File: config.mk
export PLATFORM = sky130hd
export DESIGN_NAME = ds2_device
export DESIGN_NICKNAME = d
export VERILOG_FILES = /design/src/rtl/ds2_device.sv
export SDC_FILE = /design/constraint.sdc
export NUM_CORES = 1
export LEC_CHECK = 0
export ABC_AREA = 1
export CORE_MARGIN = 3
export CORE_UTILIZATION = 51
export DETAILED_ROUTE_END_ITERATION = 8
export PLACE_DENSITY = 0.79
export SYNTH_ARGS = -nofsm -noshare
export SYNTH_HDL_FRONTEND = slang
export SYNTH_SLANG_ARGS = --single-unit
File: constraint.sdc
create_clock -name clk -period 2.25 [get_ports clk]
set_input_delay 0.45 -clock clk [delete_from_list [all_inputs] [get_ports clk]]
set_output_delay 0.45 -clock clk [all_outputs]
set_load 0.01 [all_outputs]
File: src/rtl/ds2_device.sv
// DualShock2 controller-side link emulator: answers poll 0x42 on DAT with ACK pulses.
// Define DS2_DEVICE_ANALOG_EN for the analog pad (ID 0x73, 9 bytes); otherwise digital (ID 0x41, 5 bytes).
module ds2_device #(
  parameter int unsigned ACK_DELAY = 64,
  parameter int unsigned ACK_LEN   = 512
) (
  input  logic        clk,
  input  logic        rst,
  input  logic        ds2_att,
  input  logic        ds2_clk,
  input  logic        ds2_cmd,
  output logic        ds2_dat,
  output logic        ds2_ack,
  input  logic [15:0] buttons,
  input  logic [7:0]  stick_rx,
  input  logic [7:0]  stick_ry,
  input  logic [7:0]  stick_lx,
  input  logic [7:0]  stick_ly,
  output logic        frame_done,
  output logic        busy
);

`ifdef DS2_DEVICE_ANALOG_EN
  localparam logic [7:0]  ID  = 8'h73;
  localparam int unsigned LEN = 9;
`else
  localparam logic [7:0]  ID  = 8'h41;
  localparam int unsigned LEN = 5;
`endif

  typedef enum logic [2:0] {
    S_IDLE, S_SHIFT, S_ACK_DLY, S_ACK, S_IGNORE, S_DONE
  } state_t;

  // [0],[1] synchronizer stages, [2] previous value for edge detection
  logic [2:0] att_sync_q;
  logic [2:0] clk_sync_q;
  logic [1:0] cmd_sync_q;

  always_ff @(posedge clk) begin
    if (rst) begin
      att_sync_q <= '1;
      clk_sync_q <= '1;
      cmd_sync_q <= '1;
    end else begin
      att_sync_q <= {att_sync_q[1:0], ds2_att};
      clk_sync_q <= {clk_sync_q[1:0], ds2_clk};
      cmd_sync_q <= {cmd_sync_q[0], ds2_cmd};
    end
  end

  logic att_fall, att_rise, clk_fall, clk_rise, cmd_bit;
  assign att_fall = att_sync_q[2] & ~att_sync_q[1];
  assign att_rise = ~att_sync_q[2] & att_sync_q[1];
  assign clk_fall = clk_sync_q[2] & ~clk_sync_q[1];
  assign clk_rise = ~clk_sync_q[2] & clk_sync_q[1];
  assign cmd_bit  = cmd_sync_q[1];

  state_t      state_q, state_d;
  logic [3:0]  byte_q, byte_d;
  logic [2:0]  bit_q, bit_d;
  logic [7:0]  rx_q, rx_d;
  logic [9:0]  cnt_q, cnt_d;
  logic        dat_q, dat_d;
  logic        ack_q, ack_d;
  logic        done_q, done_d;
  logic [15:0] btn_q, btn_d;
  logic [7:0]  resp_byte;

`ifdef DS2_DEVICE_ANALOG_EN
  logic [31:0] stick_q, stick_d;
`else
  logic unused_sticks;
  assign unused_sticks = ^{stick_rx, stick_ry, stick_lx, stick_ly};
`endif

  always_comb begin
    resp_byte = 8'hFF;
    case (byte_q)
      4'd1: resp_byte = ID;
      4'd2: resp_byte = 8'h5A;
      4'd3: resp_byte = btn_q[7:0];
      4'd4: resp_byte = btn_q[15:8];
`ifdef DS2_DEVICE_ANALOG_EN
      4'd5: resp_byte = stick_q[7:0];
      4'd6: resp_byte = stick_q[15:8];
      4'd7: resp_byte = stick_q[23:16];
      4'd8: resp_byte = stick_q[31:24];
`endif
      default: resp_byte = 8'hFF;
    endcase
  end

  always_comb begin
    state_d = state_q;
    byte_d  = byte_q;
    bit_d   = bit_q;
    rx_d    = rx_q;
    cnt_d   = cnt_q;
    dat_d   = dat_q;
    ack_d   = ack_q;
    done_d  = 1'b0;
    btn_d   = btn_q;
`ifdef DS2_DEVICE_ANALOG_EN
    stick_d = stick_q;
`endif
    // ATT release aborts the frame from any state and beats any CLK edge
    if (att_rise) begin
      state_d = S_IDLE;
      byte_d  = '0;
      bit_d   = '0;
      cnt_d   = '0;
      dat_d   = 1'b1;
      ack_d   = 1'b1;
    end else begin
      case (state_q)
        S_IDLE: begin
          dat_d = 1'b1;
          ack_d = 1'b1;
          if (att_fall) begin
            state_d = S_SHIFT;
            byte_d  = '0;
            bit_d   = '0;
            btn_d   = ~buttons;
`ifdef DS2_DEVICE_ANALOG_EN
            stick_d = {stick_ly, stick_lx, stick_ry, stick_rx};
`endif
          end
        end
        S_SHIFT: begin
          if (clk_fall) dat_d = resp_byte[bit_q];
          if (clk_rise) begin
            rx_d[bit_q] = cmd_bit;
            bit_d       = bit_q + 3'd1;
            if (bit_q == 3'd7) begin
              cnt_d = '0;
              if ((byte_q == 4'd0 && rx_d != 8'h01) ||
                  (byte_q == 4'd1 && rx_d != 8'h42)) begin
                state_d = S_IGNORE;
                dat_d   = 1'b1;
              end else if (byte_q == 4'(LEN - 1)) begin
                state_d = S_DONE;
                done_d  = 1'b1;
                dat_d   = 1'b1;
              end else begin
                state_d = S_ACK_DLY;
                byte_d  = byte_q + 4'd1;
              end
            end
          end
        end
        S_ACK_DLY, S_ACK: begin
          // an impatient host clocking the next byte cuts the ACK phase short
          if (clk_fall) begin
            state_d = S_SHIFT;
            ack_d   = 1'b1;
            dat_d   = resp_byte[bit_q];
            cnt_d   = '0;
          end else if (state_q == S_ACK_DLY && cnt_q == 10'(ACK_DELAY - 1)) begin
            state_d = S_ACK;
            ack_d   = 1'b0;
            cnt_d   = '0;
          end else if (state_q == S_ACK && cnt_q == 10'(ACK_LEN - 1)) begin
            state_d = S_SHIFT;
            ack_d   = 1'b1;
            cnt_d   = '0;
          end else begin
            cnt_d = cnt_q + 10'd1;
          end
        end
        S_IGNORE: begin
          dat_d = 1'b1;
          ack_d = 1'b1;
        end
        S_DONE: begin
          dat_d = 1'b1;
        end
        default: state_d = S_IDLE;
      endcase
    end
  end

  always_ff @(posedge clk) begin
    if (rst) begin
      state_q <= S_IDLE;
      byte_q  <= '0;
      bit_q   <= '0;
      rx_q    <= '0;
      cnt_q   <= '0;
      dat_q   <= 1'b1;
      ack_q   <= 1'b1;
      done_q  <= 1'b0;
      btn_q   <= '0;
`ifdef DS2_DEVICE_ANALOG_EN
      stick_q <= '0;
`endif
    end else begin
      state_q <= state_d;
      byte_q  <= byte_d;
      bit_q   <= bit_d;
      rx_q    <= rx_d;
      cnt_q   <= cnt_d;
      dat_q   <= dat_d;
      ack_q   <= ack_d;
      done_q  <= done_d;
      btn_q   <= btn_d;
`ifdef DS2_DEVICE_ANALOG_EN
      stick_q <= stick_d;
`endif
    end
  end

  assign ds2_dat    = dat_q;
  assign ds2_ack    = ack_q;
  assign frame_done = done_q;
  assign busy       = (state_q != S_IDLE);

endmodule

==> metrics.md <==
| Metric | Value |
|---|---|
| Mapped Area | 2851 µm² |
| Hold_buf cts | 0 |
| Critical path launch point | state_q[0] |
| H-tree depth | 2 |
| Commonest non-fill, non-tap cells in the layout | nand2_1 (100), dfxtp_1 (52), inv_1 (49) |
| Area share of the largest cell type after synthesis | 38.61% |
| CTS tree | done |
| Flop2flop setup slack | 0.23 ns |
| Setup crit start kind | flop |
| Register area share after synthesis | around 39% |
| Fin nets | 513 |
| Period utilization | approximately 95% |
| Post-DP HPWL | 4685 µm |
| Design area | roughly 3400 µm² |
| Status | finished, final reports clean |
| Hold Crit Depth | 1 |
| CTS Sinks | 55 |
| # IOs | 57 |
| Max_cap viols | 0 |
| ANT nets after route | 0 |
| Synth top area cells | dfxtp_1 (39%), nand2_1 (13%), inv_1 (6.6%) |
| Worst Tran Pin Value | 0.4577 ns |
| Fin crit period | ~2.1 ns |
| Leakage Power | 1.407 nW |
| Iteration-0 DRC Markers | ~240 |
| Drt drc | 0 |
| Antenna violations before repair | 0 |
| Starting Density | 54.11% |
| Endpoints failing setup | 0 |
| Via density | 5.267 |
| Min-delay src | cmd_sync_q[0] |
| Clk_lat worst skew | roughly 0.31 ns |
| Die area | 6525 µm² |
| Total congestion overflow | 0 |
| Hold path endpoint | cmd_sync_q[1] |
| Ys Warns | 0 |
| Pins over their slew limit | 0 |
| Routed length per placed instance | between 10 and 15 µm |
| Distinct cells, synth | 29 |
| Hold Path Class | flop to flop |
| Worst R2R Path Depth | 13 |
| Finished Core Util | 63.72% |
| Gpl congestion | 0.8601 |
| Syn Area/Cell | 6.773 µm² |
| CP Data Required Time | between 1.5 and 2 ns |
| Max-slew headroom at the worst pin | a little over two thirds |
| Clock root cell | clkbuf_8 |
| Chip width | 80.78 µm |
| Crit Path Category | flop to primary output |
| Vias | approximately 2,800 |
| Placed cell area | approximately 3200 µm² |
| Post-Route Skew | between 0.01 and 0.015 ns |
| Worst r2r src | bit_q[0] |
| Drt pass-1 iters | 6 |
| Synth area leader | dfxtp_1 |
| Maximum VDD drop | 464.3 µV |
| First-pass GRT wire length | 10,920 µm |
| Share of cells above drive strength 1 | 9.912% |
| Syn_nets | 481 |
| Crit-path max FO | 6 |
| Vias in the first global route | 2,466 |
| Register bit total from synthesis | 55 |
| Ant diodes | 0 |
| Power Density | 759.2 nW/µm² |
| Die Y-Extent | around 81 µm |
| Commonest non-fill, non-tap cell in the layout | nand2_1 |
| Detailed Route WL | approximately 6400 µm |
| Tot GR Track Use | 20.97% |
| R2R Path End | byte_q[1] |
| Port Buffer Count | 24 |
| FP Rows | 26 |
| Crit path DAT | between 1.5 and 2 ns |
| Clock Tree Buf Depth | 2 |
| Max Fclk | 0.4676 GHz |
| Num CTS Buffers | 5 |
| Overall power | roughly 2.5 mW |
| Layout overhead on the synthesized area | 17.77% |
| Largest net degree at the start of global routing | 34 |
| Mapped Cells | between 400 and 500 |
| Reg clk slew, reported paths | 0.10 ns |
| Hold Vio Cnt, Final | 0 |
| Core ar. | 5270 µm² |
| Crit end category | primary output |
[through the flow]
step | worst slack, ns | hold slack (ns) | cells | TNS [ns]
4_1_cts | 0.06706 | 0.4191 | 518 | 0
3_3_place_gp | 0.2379 | 0.3948 | 510 | 0
6_report | 0.1114 | 0.4180 | 524 | 0
2_1_floorplan | 0.5090 | 0.3895 | 421 | 0
3_5_place_dp | 0.1236 | 0.3980 | 510 | 0
5_1_grt | -0.002472 | 0.4358 | 524 | -0.002472
[how the worst max path moves through the flow]
stage,depth (start not counted),end,slack (ns)
finish,5,busy,0.11
global route,13,byte_q[1],-0.002
CTS,5,busy,0.07
detailed placement,13,byte_q[1],0.12
global placement,13,byte_q[1],0.24
floorplan,11,cnt_q[2],0.51
[synth_stat cells, drive strengths merged]
cell type / n
xor2: 2
nor3: 4
clkbuf: 5
buf: 7
nor2: 51
inv: 52
o211ai: 2
o21ai: 32
or2: 9
ha: 7
nand2: 100
a211oi: 8
nor3b: 1
a31oi: 1
xnor2: 3
o21bai: 1
a21oi: 33
dfxtp: 55
nand3: 33
nand4: 12
nor4: 3
[power by group]
group          internal, mW  switching (mW)  total [mW]  leakage (nW)
Sequential             1.06          0.0686        1.12         0.449
Clock                 0.338           0.342       0.680        0.0587
Combinational         0.285           0.460       0.745         0.899
Total                  1.68           0.871        2.55          1.41
[state kept, by name, indices dropped and copies added, names as in the netlist, 2 cells and up]
register,cells
att_sync_q,3
cmd_sync_q,2
btn_q,16
rx_q,8
cnt_q,10
byte_q,4
clk_sync_q,3
bit_q,3
state_q,3
[cell type report]
class                   count  area (µm²)
repair buffers             36       330.3
clock buffers               5       68.82
well taps                  70       87.58
inverters                  52       198.9
flip-flops and latches     55        1110
multi-input cells         302        1510
fillers                   480        1912
clock inverters             3       47.55
repair inverters            1       5.005
[kinds of logic after synthesis]
group	share of synthesized area (%)
simple gates	33.17
flops	38.61
compound gates	14.66
xor+xnor	1.536
buf+inv	8.951
fa+ha+maj	3.071
[timing repair]
action	4_1_cts	5_1_grt
resized for setup	0	10
endpoints found under the setup margin	0	8
setup buffers	0	5
[critical path, cell delays in order (launching register included)]
cell             delay, ns
dfxtp_1               0.46
nor2_2                0.08
inv_1                 0.08
nor2_1                0.06
inv_1                 0.15
clkdlybuf4s50_1       0.56
[routing by layer]
layer	vias up	part of all wire (%)	GRT usage [%]
met5	-	0	0
met3	2	5.3	3.437
met1	1237	46	29.16
met4	0	0.49	4.899
met2	83	48	34.19
li1	1438	-	-
(Power assumes the default switching activity.)
